## src/rtl/mem_arb_pkg.sv

```systemverilog
`default_nettype none
// +---------------------------------------------------------------------------+
// | mem_arb_pkg                                                               |
// | Shared types, defaults and the winner search for mem_req_arbiter.         |
// | Revision: 1.0                                                             |
// +---------------------------------------------------------------------------+
package mem_arb_pkg;

  localparam int NUM_REQ_DEF   = 3;
  localparam int ADDR_W_DEF    = 20;
  localparam int DATA_W_DEF    = 16;
  localparam int TAG_DEPTH_DEF = 4;
  localparam int ID_W          = $clog2(NUM_REQ_DEF);

  // Upper bound on requesters the winner search can scan.
  localparam int MAX_REQ   = 16;
  localparam int MAX_IDX_W = $clog2(MAX_REQ);

  typedef enum logic [0:0] {
    ST_IDLE  = 1'b0,
    ST_GRANT = 1'b1
  } state_t;

  // First set bit of req scanning upward from start, wrapping at n.
  function automatic int unsigned pick_winner(input logic [MAX_REQ-1:0] req,
                                              input int unsigned        start,
                                              input int unsigned        n);
    int unsigned idx;
    logic        found;
    pick_winner = 0;
    found       = 1'b0;
    for (int unsigned k = 0; k < MAX_REQ; k++) begin
      idx = start + k;
      if (idx >= n) idx = idx - n;
      if (!found && (k < n) && req[idx[MAX_IDX_W-1:0]]) begin
        pick_winner = idx;
        found       = 1'b1;
      end
    end
  endfunction

endpackage
`default_nettype wire

```

## src/rtl/mem_arb_tag_fifo.sv

```systemverilog
`default_nettype none
// +---------------------------------------------------------------------------+
// | mem_arb_tag_fifo                                                          |
// | Owner-id FIFO for accepted-but-unanswered memory requests.                |
// | Revision: 1.0                                                             |
// +---------------------------------------------------------------------------+
module mem_arb_tag_fifo #(
  parameter int WIDTH = 2,
  parameter int DEPTH = 4
) (
  input  logic             clk,
  input  logic             rst,
  input  logic             push_i,
  input  logic [WIDTH-1:0] push_data_i,
  input  logic             pop_i,
  output logic [WIDTH-1:0] head_o,
  output logic             empty_o,
  output logic             full_o
);

  localparam int PTR_W = $clog2(DEPTH);
  localparam int CNT_W = PTR_W + 1;

  logic [WIDTH-1:0] mem_q [DEPTH];
  logic [PTR_W-1:0] wr_q, rd_q;
  logic [CNT_W-1:0] cnt_q;
  logic             do_push, do_pop;

  assign empty_o = (cnt_q == '0);
  assign full_o  = (cnt_q == CNT_W'(DEPTH));
  assign head_o  = mem_q[rd_q];

  // A full FIFO may still take a push when the same cycle pops.
  assign do_pop  = pop_i & ~empty_o;
  assign do_push = push_i & (~full_o | do_pop);

  always_ff @(posedge clk) begin
    if (rst) begin
      wr_q  <= '0;
      rd_q  <= '0;
      cnt_q <= '0;
    end else begin
      if (do_push) begin
        mem_q[wr_q] <= push_data_i;
        wr_q        <= wr_q + 1'b1;
      end
      if (do_pop) rd_q <= rd_q + 1'b1;
      case ({do_push, do_pop})
        2'b10:   cnt_q <= cnt_q + 1'b1;
        2'b01:   cnt_q <= cnt_q - 1'b1;
        default: cnt_q <= cnt_q;
      endcase
    end
  end

endmodule
`default_nettype wire

```

## src/rtl/mem_req_arbiter.sv

```systemverilog
`default_nettype none
// +---------------------------------------------------------------------------+
// | mem_req_arbiter                                                           |
// | Shares one memory request port among NUM_REQ fill engines and routes      |
// | responses back in order. MEM_ARB_ROUND_ROBIN_EN selects round-robin.      |
// | Revision: 1.0                                                             |
// +---------------------------------------------------------------------------+
module mem_req_arbiter
  import mem_arb_pkg::*;
#(
  parameter int NUM_REQ   = NUM_REQ_DEF,
  parameter int ADDR_W    = ADDR_W_DEF,
  parameter int DATA_W    = DATA_W_DEF,
  parameter int TAG_DEPTH = TAG_DEPTH_DEF
) (
  input  logic                      clk,
  input  logic                      rst,
  input  logic [NUM_REQ-1:0]        req_i,
  input  logic [NUM_REQ*ADDR_W-1:0] req_addr_i,
  output logic [NUM_REQ-1:0]        req_ack_o,
  output logic [NUM_REQ-1:0]        ready_o,
  output logic [DATA_W-1:0]         from_mem_o,
  output logic                      mem_req_o,
  output logic [ADDR_W-1:0]         mem_addr_o,
  input  logic                      mem_req_ack_i,
  input  logic                      mem_ready_i,
  input  logic [DATA_W-1:0]         mem_data_i,
  output logic                      err_orphan_o
);

  localparam int GNT_W = (NUM_REQ > 1) ? $clog2(NUM_REQ) : 1;

  state_t           state_q, state_d;
  logic [GNT_W-1:0] grant_q, grant_d;
  logic             err_q, err_d;
  logic [GNT_W-1:0] tag_head, winner;
  logic             tag_full, tag_empty;
  logic             accept, pop, any_req, own_req;
  int unsigned      arb_start;

  assign any_req = |req_i;
  assign own_req = req_i[grant_q];

  assign mem_req_o  = (state_q == ST_GRANT) & own_req & ~tag_full;
  assign mem_addr_o = (state_q == ST_GRANT) ? req_addr_i[grant_q*ADDR_W +: ADDR_W] : '0;
  assign from_mem_o = mem_data_i;

  assign accept = mem_req_o & mem_req_ack_i;
  assign pop    = mem_ready_i & ~tag_empty;
  assign err_d  = err_q | (mem_ready_i & tag_empty);
  assign err_orphan_o = err_q;

`ifdef MEM_ARB_ROUND_ROBIN_EN
  logic [GNT_W-1:0] last_q, last_d, base;

  // The owner accepted this cycle already counts as the last owner for re-arbitration.
  assign last_d    = accept ? grant_q : last_q;
  assign base      = last_d;
  assign arb_start = (int'(base) == NUM_REQ - 1) ? 0 : int'(base) + 1;

  always_ff @(posedge clk) begin
    if (rst) last_q <= GNT_W'(NUM_REQ - 1);
    else     last_q <= last_d;
  end
`else
  assign arb_start = 0;
`endif

  assign winner = GNT_W'(pick_winner(MAX_REQ'(req_i), arb_start, NUM_REQ));

  always_comb begin
    req_ack_o = '0;
    ready_o   = '0;
    if (accept) req_ack_o[grant_q] = 1'b1;
    if (pop)    ready_o[tag_head]  = 1'b1;
  end

  always_comb begin
    state_d = state_q;
    grant_d = grant_q;
    case (state_q)
      ST_IDLE: begin
        if (any_req) begin
          state_d = ST_GRANT;
          grant_d = winner;
        end
      end
      ST_GRANT: begin
        if (accept) begin
          if (any_req) grant_d = winner;
          else         state_d = ST_IDLE;
        end else if (!own_req) begin
          state_d = ST_IDLE;
        end
      end
      default: state_d = ST_IDLE;
    endcase
  end

  always_ff @(posedge clk) begin
    if (rst) begin
      state_q <= ST_IDLE;
      grant_q <= '0;
      err_q   <= 1'b0;
    end else begin
      state_q <= state_d;
      grant_q <= grant_d;
      err_q   <= err_d;
    end
  end

  mem_arb_tag_fifo #(
    .WIDTH (GNT_W),
    .DEPTH (TAG_DEPTH)
  ) u_tag_fifo (
    .clk         (clk),
    .rst         (rst),
    .push_i      (accept),
    .push_data_i (grant_q),
    .pop_i       (pop),
    .head_o      (tag_head),
    .empty_o     (tag_empty),
    .full_o      (tag_full)
  );

endmodule
`default_nettype wire

```

## config.mk

```make
export PLATFORM = sky130hd
export DESIGN_NAME = mem_req_arbiter
export DESIGN_NICKNAME = d
export VERILOG_FILES = /design/src/rtl/mem_arb_pkg.sv /design/src/rtl/mem_arb_tag_fifo.sv /design/src/rtl/mem_req_arbiter.sv
export SDC_FILE = /design/constraint.sdc
export NUM_CORES = 1
export LEC_CHECK = 0
export BUFFER_PORTS_ARGS = -buffer_cell sky130_fd_sc_hd__buf_2
export CAP_MARGIN = 15
export CORE_ASPECT_RATIO = 0.7
export CORE_MARGIN = 3
export CORE_UTILIZATION = 39
export CTS_BUF_LIST = sky130_fd_sc_hd__clkbuf_8
export DETAILED_ROUTE_END_ITERATION = 7
export PLACE_DENSITY_LB_ADDON = 0.3
export SLEW_MARGIN = 25
export SYNTH_ARGS = -nofsm -noshare
export SYNTH_HDL_FRONTEND = slang
export SYNTH_HIERARCHICAL = 1
export SYNTH_SLANG_ARGS = --single-unit
```

## constraint.sdc

```tcl
create_clock -name clk -period 2.8 [get_ports clk]
set_input_delay 0.14 -clock clk [delete_from_list [all_inputs] [get_ports clk]]
set_output_delay 0.14 -clock clk [all_outputs]
set_load 0.1 [all_outputs]
```

==> results of run 1 <==
[final cells by class]
class | count | share of cell area
Clock buffer | 3 | 0.01753
Inverter | 11 | 0.01753
Clock inverter | 1 | 0.002124
Multi-Input combinational cell | 153 | 0.4764
Timing Repair Buffer | 102 | 0.2443
Sequential cell | 21 | 0.2130
Tap cell | 55 | 0.02921
[cell usage in the layout, fill, tap and decap left out, types with 4 or more instances in the layout]
cell type / n
buf_2: 91
nand2_1: 24
a21oi_1: 24
mux2i_1: 22
or2_0: 16
nor2_1: 12
dfxtp_1: 12
inv_1: 10
buf_4: 8
edfxtp_1: 8
nand2b_1: 5
nor3b_1: 4
ha_1: 4
[stage by stage]
stage | power, W | hold WS, ns | instance area (um2)
detailed placement | 0.0008196 | 0.2812 | 2305
global route | 0.001066 | 0.1460 | 2356
CTS | 0.001021 | 0.1196 | 2351
floorplan | 0.0008182 | 0.2124 | 1879
global placement | 0.0008167 | 0.2812 | 2305
finish | 0.001011 | 0.1184 | 2356
[state kept, by name, indices dropped and copies added (netlist names), named ones only]
name,flops
err_orphan_o,1
grant_q,2
state_q,1
u_tag_fifo/cnt_q,3
u_tag_fifo/mem_q,8
u_tag_fifo/rd_q,2
u_tag_fifo/wr_q,2
[worst max-delay path: cells and delay by family (launching register included)]
kind,cells,cell delay [ns]
buf+inv,3,0.21
flops,1,0.35
compound gates,2,0.29
fa+ha+maj,2,0.55
simple gates,4,0.99
xor+xnor,1,0.16
[per-layer routing]
metal,track usage,up-vias,share of wire
met5,0,-,0
met4,0.03962,0,0.013
met3,0.03660,12,0.046
met2,0.2864,49,0.51
met1,0.1900,765,0.43
li1,-,871,-
[report_power, final]
group / leakage, nW / switching [W] / internal (W) / total (W)
clock: 0.0255 / 0.000102 / 0.0000992 / 0.000201
combinational: 0.820 / 0.000339 / 0.000137 / 0.000475
sequential: 0.179 / 0.00000963 / 0.000325 / 0.000335
total: 1.02 / 0.000450 / 0.000561 / 0.00101
[path summary, 6_finish.rpt]
path,to,slack [ns],depth (start not counted)
worst max-delay path,u_tag_fifo/cnt_q[2]$_SDFFE_PP0P_,0.18,12
worst min-delay path,err_orphan_o$_SDFF_PP0_,0.12,3
worst max register to register,u_tag_fifo/cnt_q[2]$_SDFFE_PP0P_,0.18,12
worst min register to register,err_orphan_o$_SDFF_PP0_,0.47,2
[logic make-up (layout without fill, tap and decap cells)]
kind of cell	Yosys count	after routing	synth area share
multiplexers	27	27	0.1720
AND/OR/NAND/NOR	80	80	0.2349
buffers and inverters	39	117	0.1408
XOR/XNOR	3	3	0.01422
AO/OA/AOI/OAI	37	37	0.1226
flip-flops	21	21	0.2708
adder cells (fa/ha/maj)	6	6	0.04469
[timing repair]
item / 4_1_cts / 5_1_grt
endpoints found under the setup margin: 0 / 1
gates resized for setup: 0 / 4
endpoints found under the hold margin: 0 / 0
setup buffers: 0 / 0
==> flow_metrics.tcl, run 1 <==
set metrics [dict create \
    grt_pass1_wl_mm 7.376 \
    routed_wl_mm 4.452 \
    wl_per_cell_um 12.87 \
    finalWorstSetupSlack_ns 0.1792 \
    core_um2 4454 \
    worstPathRequired_ns 3.00 \
    cp.arrival_ns 2.82 \
    crit_slowest_cell "or3_2" \
    ios 127 \
    synth_common_cells "a21oi_1 (24), nand2_1 (24), mux2i_1 (22)" \
    worstMarginPinSlew_ns 0.4911 \
    cts_max_path_buffers 2 \
    postSynthCellCount 213 \
    vias 1697 \
    routabilityCongestion 0.8649 \
    cap_violations 0 \
    final_cells 346 \
    vdd_drop_max_mv 0.2146 \
    max_freq_mhz 381.6 \
    rows 20 \
    r2r_start "u_tag_fifo/cnt_q[1]$_SDFFE_PP0P_" \
    fin_crit_sh 0.9360 \
    clk_pin_slew_ns 0.08 \
    synth.top_cell.area_share 0.1408 \
    setup_viol 0 \
    synth_ff_type "dfxtp_1" \
    cts_hold_buffers 0 \
    first_global_vias 1649 \
    clock-sinks 21 \
    die_y_um 63.59 \
    drc 0 \
    tritoncts "yes" \
    relSlewSlack 0.6641 \
    clkLatencyLatePin_ns 0.26 \
    io_buffers 94 \
    antennaDiodeCount 0 \
    dp_slack_ns 0.1521 \
    layout_min_cycle_time_ns 2.621 \
    multi_input_area_um2 1122 \
    areaGrowthSynthToFinish_pct 27.49 \
    cts_inserted_buffers 3 \
    synth-edff-count 8 \
    hpwl_mm 3.534 \
    final.setup_skew_ns 0.008094 \
    slew_viol_final 0 \
    hold_violations 0 \
    ant_nets 0 \
    postSynth.asyncResetShare 0 \
    critPathLaunchType "flip-flop" \
    synth_cell_type_count 43 \
    cpMostUsedCell "inv_1" \
    ctsHtreeMaxLevel 1 \
    grtUsageTotal 0.1598 \
    die_x_um 88.28 \
    start_util 0.4149 \
    power.density_nw_per_um2 429.1 \
    drtPass1Iterations 4 \
    grt_start_max_net_pins 30 \
    critical_path_class "flip-flop to flip-flop" \
    routed_via_density 4.905 \
    grt-ovfl-total 0 \
    fin_setup_tns_ns 0 \
    finalNetCount 381 \
    yosys-top-cells-area "dfxtp_1 (14%), edfxtp_1 (13%), mux2i_1 (12%)" \
    end_kind "flip-flop" \
    startpoint "u_tag_fifo/cnt_q[1]$_SDFFE_PP0P_" \
    avgSynthCellArea_um2 8.676 \
    critPathMaxStageDelay_ns 0.41 \
    leakagePower_nw 1.024 \
    path_cells "or3b_1 > inv_1 > nand2b_1 > nor3_1 > o21a_2 > inv_2 > ha_2 > inv_1 > fa_1 > xor2_1 > or3_2 > a21oi_1" \
    hp-class "input pin to flip-flop" \
    seq_area_um2 501.7 \
    dieArea_um2 5613 \
    drt_iter0_drc 75 \
    grt_setup_unrepaired "false" \
    root_buffer "clkbuf_8" \
    synth.cell_area_um2 1848 \
    drive_gt1_frac 0.4433 \
    fill_cells 433 \
    syn-num-nets 302 \
    antenna_found_initial 0 \
    status "finished, final reports clean" \
    yosys_warnings 6 \
    yosysTopAreaCell "dfxtp_1" \
    ys_seq_area_frac 0.2708 \
    hp-start "mem_ready_i" \
    cp_max_fo 5 \
    final_util 0.5289 \
    synth-seq-cells 21 \
    dp.cells 342 \
]
Power figures use the tool's default switching activity.
==> run 2, diff against run 1 <==
ABC_AREA = 1   (was not set)
CORE_UTILIZATION = 38   (was 39)
==> run 2 against run 1 <==
Via count grew 17%. Worst setup slack gained 0.35 ns. Non-clock buffer count shrank 4. First-iteration DRC count grew 36%. Synthesized cell count grew 35%. Critical endpoint unchanged.
==> flow_metrics.tcl, run 2 <==
set metrics [dict create \
    status "finished, final reports clean" \
    rows 20 \
    synth.top_cell.area_share 0.1669 \
    grt_pass1_wl_mm 8.086 \
    postCtsSetupRepairBufs 0 \
    root_buffer "clkbuf_8" \
    worstMarginPinSlew_ns 0.4862 \
    fin_crit_sh 0.8124 \
    antennaDiodeCount 0 \
    die_x_um 87.73 \
    regMostFlops "u_tag_fifo/mem_q" \
    combPwrFrac 0.508 \
    synth_cell_type_count 22 \
    synth_common_cells "nand2_1 (79), nand3_1 (50), inv_1 (49)" \
    critPathMaxStageDelay_ns 0.56 \
    ctsHtreeMaxLevel 1 \
    avgSynthCellArea_um2 6.169 \
    dieArea_um2 5545 \
    cpMostUsedCell "nand2_1" \
    end_kind "flip-flop" \
    routed_wl_mm 4.815 \
    relSlewSlack 0.6781 \
    reg2reg_slack_ns 0.53 \
    grt_start_max_net_pins 25 \
    drc 0 \
    synth-seq-cells 21 \
    ys_seq_area_frac 0.2817 \
    synth.cell_area_um2 1777 \
    yosys-top-cells-area "nand2_1 (17%), dfxtp_1 (15%), nand3_1 (14%)" \
    switching_power_w 0.0004705 \
    grt_setup_unrepaired "false" \
    top_regs "u_tag_fifo/mem_q: 8 flops, u_tag_fifo/cnt_q: 3 flops" \
    largest_reg_flops 8 \
    first_global_vias 1942 \
    power.internal_w 0.0006147 \
    die_y_um 63.21 \
    critPathLaunchType "flip-flop" \
    worstPathRequired_ns 2.96 \
    vdd_drop_max_mv 0.2262 \
    dp.cells 414 \
    cts_max_path_buffers 2 \
    drive_gt1_frac 0.3223 \
    drt_iter0_drc 102 \
    cp.arrival_ns 2.43 \
    postSynthCellCount 288 \
    pwr-share-clk 0.182 \
    power.density_nw_per_um2 419.4 \
    power_frac_seq 0.310 \
    fin_total_pwr_w 0.001085 \
    r2r_end "u_tag_fifo/cnt_q[2]$_SDFFE_PP0P_" \
    slew_viol_final 0 \
    seq_area_um2 500.5 \
    wl_per_cell_um 11.52 \
    hp-class "input pin to flip-flop" \
    cts_resized 0 \
    final_util 0.5842 \
    crit_end "u_tag_fifo/cnt_q[2]$_SDFFE_PP0P_" \
    final_cells 418 \
    holdWs_ns 0.1228 \
    clk_pin_slew_ns 0.08 \
    cap_violations 0 \
    hold_violations 0 \
    yosys_warnings 6 \
    setup_viol 0 \
    cts_hold_buffers 0 \
    routabilityCongestion 0.7706 \
    critical_path_class "flip-flop to flip-flop" \
    netSwitchingFraction 0.4335 \
    postSynth.asyncResetShare 0 \
    ios 127 \
    leakagePower_nw 1.373 \
    areaGrowthSynthToFinish_pct 45.63 \
    io_buffers 94 \
    syn-num-nets 377 \
    hpwl_mm 3.929 \
    layout_min_cycle_time_ns 2.275 \
    synth-edff-count 8 \
    finalNetCount 453 \
    path_cells "inv_1 > nand3_2 > nand3_2 > nand3_4 > inv_2 > nand2_1 > ha_1 > inv_1 > fa_1 > inv_1 > nand2_1 > nand3_1 > nand2_1 > nand2_1 > nor2_1" \
    final_common_cell "nand2_1" \
    cp_max_fo 11 \
    routed_via_density 4.742 \
    max_freq_mhz 439.6 \
    r2r_start "grant_q[1]$_SDFFE_PP0P_" \
    hp-start "mem_ready_i" \
    synth_ff_type "dfxtp_1" \
    core_um2 4429 \
    clkLatencyLatePin_ns 0.26 \
    startpoint "grant_q[1]$_SDFFE_PP0P_" \
    vias 1982 \
    grtUsageTotal 0.1778 \
    yosysTopAreaCell "nand2_1" \
    antenna_found_initial 0 \
    ant_nets 0 \
    r2r_cells 15 \
    multi_input_area_um2 915.9 \
    tritoncts "yes" \
    fill_cells 432 \
    final.setup_skew_ns 0.001567 \
    cts_inserted_buffers 3 \
    start_util 0.4011 \
    clock-sinks 21 \
    synth.most_common_cell "nand2_1" \
    crit_slowest_cell "dfxtp_1" \
    grt-ovfl-total 0 \
    drtPass1Iterations 4 \
    layout_common_cells "nand2_1 (79), buf_2 (70), nand3_1 (50)" \
    fin_setup_tns_ns 0 \
]
==> run 2: worst max-delay path, delay by kind of cell, from the launching register on <==
family | cells | cell delay [ns]
DFF | 1 | 0.56
buffers and inverters | 4 | 0.36
adders and majority gates | 2 | 0.56
and+or+nand+nor | 9 | 0.71
==> run 2: area by class of cell <==
| type | instances | area share |
|---|---|---|
| multi-input combinational | 188 | 0.3540 |
| tap | 55 | 0.02660 |
| inverter | 52 | 0.07544 |
| clock buffer | 3 | 0.01596 |
| clock inverter | 1 | 0.001934 |
| timing repair buffer | 98 | 0.3327 |
| sequential | 21 | 0.1934 |
==> run 2: per-stage QoR <==
stage | area, um2 | setup slack [ns]
floorplan | 1787 | -0.2649
global placement | 2541 | 0.7022
detailed placement | 2541 | 0.5749
CTS | 2587 | 0.5710
global route | 2587 | 0.3363
finish | 2587 | 0.5252
==> run 2: cell families (layout without fill, tap and decap cells) <==
logic type               count (synthesis)  in the layout  synth area share
buffers and inverters                   79            154            0.2084
flip-flops                              21             21            0.2817
adder cells (fa/ha/maj)                  6              6           0.04648
AND/OR/NAND/NOR                        165            165            0.4141
AO/OA/AOI/OAI                           17             17           0.04929
==> run 2: power by group through the flow <==
stage / Combinational [W] / Clock [W] / Sequential (W)
finish: 0.000551 / 0.000197 / 0.000337
floorplan: 0.000447 / 0 / 0.000353
global placement: 0.000550 / 0 / 0.000343
CTS: 0.000554 / 0.000202 / 0.000337
global route: 0.000587 / 0.000217 / 0.000338
detailed placement: 0.000552 / 0 / 0.000344
==> run 2: how the worst min path moves through the flow <==
stage / endpoint / slack [ns] / cells after the start
after floorplan: grant_q[0]$_SDFFE_PP0P_ / 0.21 / 1
after global placement: from_mem_o[6] / 0.28 / 0
after detailed placement: from_mem_o[6] / 0.28 / 0
after CTS: err_orphan_o$_SDFF_PP0_ / 0.12 / 3
after global routing: state_q$_SDFF_PP0_ / 0.12 / 2
final: err_orphan_o$_SDFF_PP0_ / 0.12 / 3
==> run 2: routing by layer <==
layer,GRT usage,part of all wire
met5,0,0
met4,0.05556,0.018
met3,0.06144,0.088
met2,0.3008,0.47
met1,0.2096,0.42
